**config.mk**
```make
export PLATFORM = sky130hd
export DESIGN_NAME = jxx_pred_pc_ctrl
export DESIGN_NICKNAME = d
export VERILOG_FILES = /design/src/rtl/jxx_pred_pc_ctrl.sv
export SDC_FILE = /design/constraint.sdc
export NUM_CORES = 1
export LEC_CHECK = 0
export BUFFER_PORTS_ARGS = -buffer_cell sky130_fd_sc_hd__buf_2
export CORE_AREA = 2 2 229 231
export CTS_BUF_LIST = sky130_fd_sc_hd__clkbuf_2 sky130_fd_sc_hd__clkbuf_4 sky130_fd_sc_hd__clkbuf_8
export CTS_CLUSTER_DIAMETER = 80
export DETAILED_ROUTE_END_ITERATION = 16
export DIE_AREA = 0 0 231 233
export SLEW_MARGIN = 20
export SYNTH_ARGS = -nofsm -noshare
export SYNTH_HDL_FRONTEND = slang
export SYNTH_SLANG_ARGS = --single-unit
export TNS_END_PERCENT = 20
```
**constraint.sdc**
```tcl
create_clock -name clk_i -period 3.3 [get_ports clk_i]
set_input_delay 0 -clock clk_i [delete_from_list [all_inputs] [get_ports clk_i]]
set_output_delay 0 -clock clk_i [all_outputs]
set_load 0.01 [all_outputs]
```
**src/rtl/jxx_pred_pc_ctrl.sv**
```systemverilog
// rtl/jxx_pred_pc_ctrl.sv - Y86 fetch-stage PC predictor with 2-bit BHT for jXX.
// Owns F_predPC, trains the BHT from M-stage resolution, and flags mispredicts.
module jxx_pred_pc_ctrl #(
   parameter int          IDX_W    = 6,
   parameter logic [63:0] RESET_PC = 64'h0
) (
   input  logic        clk_i,
   input  logic        rst_i,
   input  logic        F_stall_i,
   input  logic [63:0] f_pc_i,
   input  logic [3:0]  f_icode_i,
   input  logic [63:0] f_valC_i,
   input  logic [63:0] f_valP_i,
   output logic        f_pred_taken_o,
   output logic [63:0] F_predPC_o,
   input  logic [3:0]  M_icode_i,
   input  logic        M_Cnd_i,
   input  logic [63:0] M_pc_i,
   input  logic        M_pred_taken_i,
   input  logic [63:0] M_valC_i,
   input  logic [63:0] M_valA_i,
   output logic        M_mispred_o,
   output logic [63:0] M_redirect_pc_o,
   output logic [31:0] br_cnt_o,
   output logic [31:0] mispred_cnt_o
);

   localparam int         DEPTH = 1 << IDX_W;
   localparam logic [3:0] IJXX  = 4'h7;
   localparam logic [3:0] ICALL = 4'h8;
   localparam logic [1:0] CTR_WEAK_T = 2'd2;
   localparam logic [1:0] CTR_MAX    = 2'd3;
   localparam logic [1:0] CTR_MIN    = 2'd0;
   localparam logic [31:0] STAT_MAX  = 32'hFFFF_FFFF;

   logic [1:0]       bht [DEPTH];
   logic [IDX_W-1:0] f_idx;
   logic [IDX_W-1:0] m_idx;
   logic             f_is_jxx;
   logic             f_is_call;
   logic             m_is_jxx;
   logic             pred_taken;
   logic             mispred;
   logic [1:0]       m_ctr;
   logic [1:0]       m_ctr_next;
   logic [63:0]      next_pred;
   logic [63:0]      pred_pc_q;
   logic [31:0]      br_cnt_q;
   logic [31:0]      mispred_cnt_q;
   logic             unused_pc_bits;

   // Byte-granular indexing; upper PC bits intentionally alias.
   assign f_idx          = f_pc_i[IDX_W-1:0];
   assign m_idx          = M_pc_i[IDX_W-1:0];
   assign unused_pc_bits = ^{f_pc_i[63:IDX_W], M_pc_i[63:IDX_W]};

   assign f_is_jxx  = (f_icode_i == IJXX);
   assign f_is_call = (f_icode_i == ICALL);
   assign m_is_jxx  = (M_icode_i == IJXX);

   // Fetch reads the pre-update entry; a same-cycle write lands next cycle.
   assign pred_taken = f_is_jxx & bht[f_idx][1];
   assign m_ctr      = bht[m_idx];

   always_comb begin
      next_pred = f_valP_i;
      if (f_is_call || pred_taken) begin
         next_pred = f_valC_i;
      end
   end

   always_comb begin
      m_ctr_next = m_ctr;
      if (M_Cnd_i) begin
         if (m_ctr != CTR_MAX) begin
            m_ctr_next = m_ctr + 2'd1;
         end
      end else begin
         if (m_ctr != CTR_MIN) begin
            m_ctr_next = m_ctr - 2'd1;
         end
      end
   end

   assign mispred = m_is_jxx & (M_Cnd_i != M_pred_taken_i);

   always_ff @(posedge clk_i) begin
      if (rst_i) begin
         for (int i = 0; i < DEPTH; i++) begin
            bht[i] <= CTR_WEAK_T;
         end
      end else if (m_is_jxx) begin
         bht[m_idx] <= m_ctr_next;
      end
   end

   always_ff @(posedge clk_i) begin
      if (rst_i) begin
         pred_pc_q <= RESET_PC;
      end else if (!F_stall_i) begin
         pred_pc_q <= next_pred;
      end
   end

   // Statistics run regardless of fetch stalls and stick at all-ones.
   always_ff @(posedge clk_i) begin
      if (rst_i) begin
         br_cnt_q      <= '0;
         mispred_cnt_q <= '0;
      end else begin
         if (m_is_jxx && (br_cnt_q != STAT_MAX)) begin
            br_cnt_q <= br_cnt_q + 32'd1;
         end
         if (mispred && (mispred_cnt_q != STAT_MAX)) begin
            mispred_cnt_q <= mispred_cnt_q + 32'd1;
         end
      end
   end

   assign f_pred_taken_o  = pred_taken;
   assign F_predPC_o      = pred_pc_q;
   assign M_mispred_o     = mispred;
   assign M_redirect_pc_o = M_Cnd_i ? M_valC_i : M_valA_i;
   assign br_cnt_o        = br_cnt_q;
   assign mispred_cnt_o   = mispred_cnt_q;

endmodule

```
==> qor.yml, run 1 <==
status: "complete, no violations"
synthSimpleGateAreaFrac: 0.212
p_per_area_mw_per_mm2: 404
grt_overflow: 0
place_congestion: 0.931
final-setup-viol-count: 0
drt_iter0_markers: 931
max_freq_mhz: 316
num_rows: 83
synth_edf_count: 128
grt_start_max_net_pins: 183
vdd_ir_drop_max_v: 0.000214
synth_xor_area_frac: 0.0296
dp_hpwl_um: 34800
antenna_found_initial: 14
track_usage: 0.178
synth_top_family_by_area: "simple AND/OR/NAND/NOR gates"
crit_required_ns: 3.84
cp_num_buf_inv: 3
p_total_mw: 7.94
synth_area_per_cell_um2: 9.52
syn_nets: 1893
async_flop_share: 0
routed_via_density: 5.01
clk_latency_ns: 0.61
nFillCells: 5020
nNetsFinal: 2479
synth_cell_types: 71
tightestPinTransition_ns: 0.984
synth_commonest_cells: "253 x nor2_1, 128 x dfxtp_1, 128 x edfxtp_1, 94 x nand2_1"
cts_root_buffer: "clkbuf_8"
clock_skew_ns: 0.0197
cap_viol_max_count: 0
ys_ff_latch: 256
drcViolationCount: 0
cts_tree: "done"
start_util: 0.278
startpoint_type: "flip-flop"
tns_ns: 0
h-tree-depth: 2
period_share: 0.960
syn2layout_area_growth_pct: 38.0
finalHoldViolCount: 0
arrival_ns: 3.71
firstDrtPassIters: 6
vias: 14055
hp-class: "input port to flip-flop"
syn-cell-area_mm2: 0.0142
crit_chain: "mux4_2, mux2i_1, mux2_2, a32oi_1, o211ai_1, buf_4, nand2_2, buf_4, a21oi_1, dlygate4sd3_1"
yosys-top-cells-area: "edfxtp_1 27%, dfxtp_1 18%, nor2_1 6.7%"
synth_top_cell_by_area: "edfxtp_1"
die_area_mm2: 0.0538
syn_inst: 1494
cpMostUsedCell: "buf_4"
ios: 591
drive_gt1_frac: 0.344
end_kind: "flip-flop"
antenna_left: 0
wl_per_cell_um: 18.0
yosysWarningCount: 0
synth_most_common_cell: "nor2_1"
synth_top_area_share: 0.270
cts_sinks: 256
ys.flop_type: "edfxtp_1"
slowest_stage: "dlygate4sd3_1"
fin_crit_ns: 3.17
grt_pass1_wl_um: 75300
critical-path-top-delay-family: "buffers and inverters"
fp.dieW_um: 231
coreArea_mm2: 0.0511
wl_um: 50400
synthMuxAreaShare: 0.119
clockBufferDepth: 3
postCtsHoldBufs: 147
rsz0062_at_grt: "false"
io_buffers: 474
critPathMaxStageDelay_ns: 0.57
ctsResizeCount: 0
slew_viol_final: 0
cts_buffers: 47
crit_type: "flip-flop to flip-flop"
synth_adder_area_share: 0.00334
grt_pass1_vias: 13791
cts_setup_buffers: 0
synth_compound_area_frac: 0.118
cellLeakagePower_nw: 7.98
path_clk_slew_ns: 0.06
synth-seq-area-share: 0.450
fp.dieH_um: 233
relSlewSlack: 0.344
path_max_fanout: 64
-- worst min-delay path, stage by stage --
cell and delay, ns:
buf_2 0.20, nand2_1 0.13, nor2_1 0.15, nand3_1 0.10
-- placed cells by master, fill, tap and decap left out, types with 19 or more instances in the layout --
cell type,synthesis,layout
buf_2,21,472
nor2_1,253,253
dlygate4sd3_1,0,147
dfxtp_1,128,128
edfxtp_1,128,128
nand2_1,94,94
inv_1,85,85
a21oi_1,85,85
nand3_1,81,81
mux2_2,69,69
a221o_1,66,66
clkbuf_8,0,48
nand2b_1,45,44
xnor2_1,38,38
buf_4,11,35
mux2i_1,27,27
mux4_2,26,26
nor3_1,21,20
or3_1,19,19
-- path summary, 6_finish.rpt --
path	start	endpoint	slack, ns	cells past startpoint
worst max-delay path	bht[22][1]$_SDFFCE_PN1P_	F_predPC_o[55]$_SDFFE_PP0N_	0.13	10
worst min-delay path	M_pc_i[4]	bht[19][1]$_SDFFCE_PN1P_	0.08	4
worst min register to register	mispred_cnt_o[23]$_SDFFE_PP0P_	mispred_cnt_o[23]$_SDFFE_PP0P_	0.50	2
worst max register to register	bht[22][1]$_SDFFCE_PN1P_	F_predPC_o[55]$_SDFFE_PP0N_	0.13	10
-- sequential cells by signal, indices dropped and copies added (netlist names) --
| name | count |
|---|---|
| F_predPC_o | 64 |
| bht | 128 |
| br_cnt_o | 32 |
| mispred_cnt_o | 32 |
-- per-stage QoR --
step	hold WS (ns)	std cells	setup slack (ns)	area, µm²	utilization
floorplan	0.150	1494	0.872	14200	-
global placement	0.248	2564	0.393	17200	0.337
detailed placement	0.261	2564	0.375	17200	0.337
CTS	0.0250	2794	0.175	19600	0.384
global route	0.0788	2804	0.00417	19600	0.384
finish	0.0830	2804	0.133	19600	0.384
-- layer usage --
| layer | up-vias | global-route usage | routed length [µm] |
|---|---|---|---|
| met3 | 130 | 0.0332 | 3580 |
| li1 | 6510 | - | - |
| met5 | - | 0 | 13 |
| met2 | 678 | 0.317 | 25900 |
| met4 | 2 | 0.0960 | 2220 |
| met1 | 6735 | 0.200 | 18700 |
-- power by group --
| part | internal [mW] | switching (mW) |
|---|---|---|
| sequential | 3.42 | 0.0443 |
| clock | 1.70 | 1.43 |
| combinational | 0.633 | 0.705 |
| total | 5.76 | 2.18 |
-- cell type report --
class / instances / area, µm² / area share
antenna: 10 / 25.0 / 0.00127
clock buffer: 57 / 728 / 0.0371
clock inverter: 26 / 209 / 0.0106
multi-input combinational: 1029 / 6870 / 0.350
tap: 680 / 851 / 0.0433
inverter: 86 / 323 / 0.0164
timing repair buffer: 660 / 4220 / 0.215
sequential: 256 / 6410 / 0.326
-- logic make-up after synthesis --
logic type               after synthesis
AND/OR/NAND/NOR                      619
buffers and inverters                209
adder cells (fa/ha/maj)                4
XOR/XNOR                              48
multiplexers                         127
AO/OA/AOI/OAI                        231
flip-flops                           256
(Power assumes the default switching activity.)
==> run 2, diff against run 1 <==
--- a/config.mk
+++ b/config.mk
@@ -5,12 +5,12 @@
 export SDC_FILE = /design/constraint.sdc
 export NUM_CORES = 1
 export LEC_CHECK = 0
-export BUFFER_PORTS_ARGS = -buffer_cell sky130_fd_sc_hd__buf_2
 export CORE_AREA = 2 2 229 231
 export CTS_BUF_LIST = sky130_fd_sc_hd__clkbuf_2 sky130_fd_sc_hd__clkbuf_4 sky130_fd_sc_hd__clkbuf_8
 export CTS_CLUSTER_DIAMETER = 80
 export DETAILED_ROUTE_END_ITERATION = 16
 export DIE_AREA = 0 0 231 233
+export DONT_BUFFER_PORTS = 1
 export SLEW_MARGIN = 20
 export SYNTH_ARGS = -nofsm -noshare
 export SYNTH_HDL_FRONTEND = slang
==> run 2 against run 1 <==
Effect of this change:
- sequential share of layout area grew 3.3 points
- via count decreased by 9.2%
- register-to-register slack improved by 0.02 ns
- wire length decreased by 0.58%
- design area decreased by 9.1%
- utilization is 3.5 points lower
- critical path type unchanged
- critical endpoint is now F_predPC_o[9]$_SDFFE_PP0N_
- largest power group unchanged
==> qor.yml, run 2 (synthesis gave the netlist of run 1 again) <==
status: "complete, no violations"
arrival_ns: 3.68
syn2layout_area_growth_pct: 25.4
tightestPinTransition_ns: 0.851
cts_sinks: 256
grt_pass1_vias: 12571
start_util: 0.278
crit_chain: "mux4_2, o211ai_1, o32ai_1, o211ai_1, clkbuf_16, nand2_2, buf_6, a21oi_1, dlygate4sd3_1"
multi_input_area_mm2: 0.00687
top_register: "bht"
critical-path-top-delay-family: "buffers and inverters"
antenna_found_initial: 14
drcViolationCount: 0
cap_viol_max_count: 0
finalHoldViolCount: 0
critPathMaxStageDelay_ns: 0.58
combPwrFrac: 0.130
track_usage: 0.173
fin_crit_ns: 3.14
cellLeakagePower_nw: 6.26
startpoint_type: "flip-flop"
seq_area_mm2: 0.00641
vias: 12762
cpMostUsedCell: "o211ai_1"
nNetsFinal: 2053
cts_buffers: 47
vdd_ir_drop_max_v: 0.000239
detailedPlace.worstSlack_ns: 0.390
p_int_mw: 5.70
p_seq_frac: 0.452
relSlewSlack: 0.433
wl_per_cell_um: 21.1
clkPwrFrac: 0.418
path_clk_slew_ns: 0.06
hp-class: "input port to flip-flop"
slew_viol_final: 0
clk_latency_ns: 0.63
drive_gt1_frac: 0.148
cp_num_buf_inv: 3
num_rows: 83
fp.dieH_um: 233
io_buffers: 0
wl_met1_um: 17900
grt_start_max_net_pins: 194
crit_type: "flip-flop to flip-flop"
grt_overflow: 0
switchingPower_mw: 2.07
dr_wl_met3_um: 4380
grt_pass1_wl_um: 72400
coreArea_mm2: 0.0511
drt_iter0_markers: 1029
h-tree-depth: 2
place_congestion: 0.951
max_freq_mhz: 318
top_layer: "met4"
layout_common_cells: "253 x nor2_1, 202 x dlygate4sd3_1, 128 x dfxtp_1, 128 x edfxtp_1, 94 x nand2_1"
p_per_area_mw_per_mm2: 435
die_area_mm2: 0.0538
clockBufferDepth: 3
slowest_stage: "dlygate4sd3_1"
ios: 591
path_max_fanout: 64
end_kind: "flip-flop"
fp.dieW_um: 231
routed_via_density: 5.36
largest_reg_flops: 128
final_common_cell: "nor2_1"
fin_ws_ns: 0.157
p_sw_frac: 0.267
period_share: 0.952
p_total_mw: 7.77
antenna_left: 0
cts_root_buffer: "clkbuf_8"
firstDrtPassIters: 6
wl_met2_um: 25400
wl_um: 50100
crit_required_ns: 3.84
rsz0062_at_grt: "false"
dp_hpwl_um: 31600
tns_ns: 0
cts_tree: "done"
final-setup-viol-count: 0
nFillCells: 5023
clock_skew_ns: 0.0277
[run 2: worst paths after layout]
kind / start / to / slack (ns) / depth (start not counted)
max: bht[43][1]$_SDFFCE_PN1P_ / F_predPC_o[9]$_SDFFE_PP0N_ / 0.16 / 9
min: M_icode_i[0] / br_cnt_o[0]$_SDFFE_PP0P_ / 0.06 / 4
max reg2reg: bht[43][1]$_SDFFCE_PN1P_ / F_predPC_o[9]$_SDFFE_PP0N_ / 0.16 / 9
min reg2reg: mispred_cnt_o[13]$_SDFFE_PP0P_ / mispred_cnt_o[13]$_SDFFE_PP0P_ / 0.56 / 2
[run 2: area by class of cell]
class                      instances  share of cell area
antenna                           10             0.00140
clock buffer                      66              0.0467
clock inverter                    18             0.00856
inverter                          86              0.0181
multi-input combinational       1029               0.385
sequential                       256               0.359
tap                              680              0.0477
timing repair buffer             234               0.134
[run 2: per-stage QoR]
stage,cells,area (µm²),hold slack [ns],util
after global placement,2078,14700,0.146,0.288
after detailed placement,2078,14700,0.151,0.288
after floorplan,1494,14200,0.150,-
after global routing,2378,17800,0.0344,0.349
final,2379,17800,0.0597,0.349
after CTS,2366,17800,0.0141,0.348
[run 2: worst register-to-register path: cells and delay by family (launching register included)]
family / cells / cell delay, ns
AOI/OAI and AO/OA: 4 / 0.89
buffers and inverters: 3 / 1.10
DFF: 1 / 0.41
muxes: 1 / 0.54
and+or+nand+nor: 1 / 0.12
[run 2: power by group through the flow]
| stage | sequential, mW | clock (mW) | combinational [mW] |
|---|---|---|---|
| 3_3_place_gp | 3.58 | 0 | 0.678 |
| 3_5_place_dp | 3.58 | 0 | 0.687 |
| 5_1_grt | 3.52 | 3.44 | 1.08 |
| 6_report | 3.51 | 3.25 | 1.01 |
| 4_1_cts | 3.51 | 3.31 | 0.975 |
| 2_1_floorplan | 3.55 | 0 | 0.661 |
[run 2: timing repair]
action	CTS	global route
hold buffers	204	1
resized for setup	0	4
endpoints found under the hold margin	380	1
setup buffers	0	1
setup endpoints to repair	0	43
[run 2: layer usage]
metal	up-vias	global-route usage
li1	5681	-
met5	-	0
met1	6115	0.195
met4	0	0.0962
met3	156	0.0376
met2	810	0.305
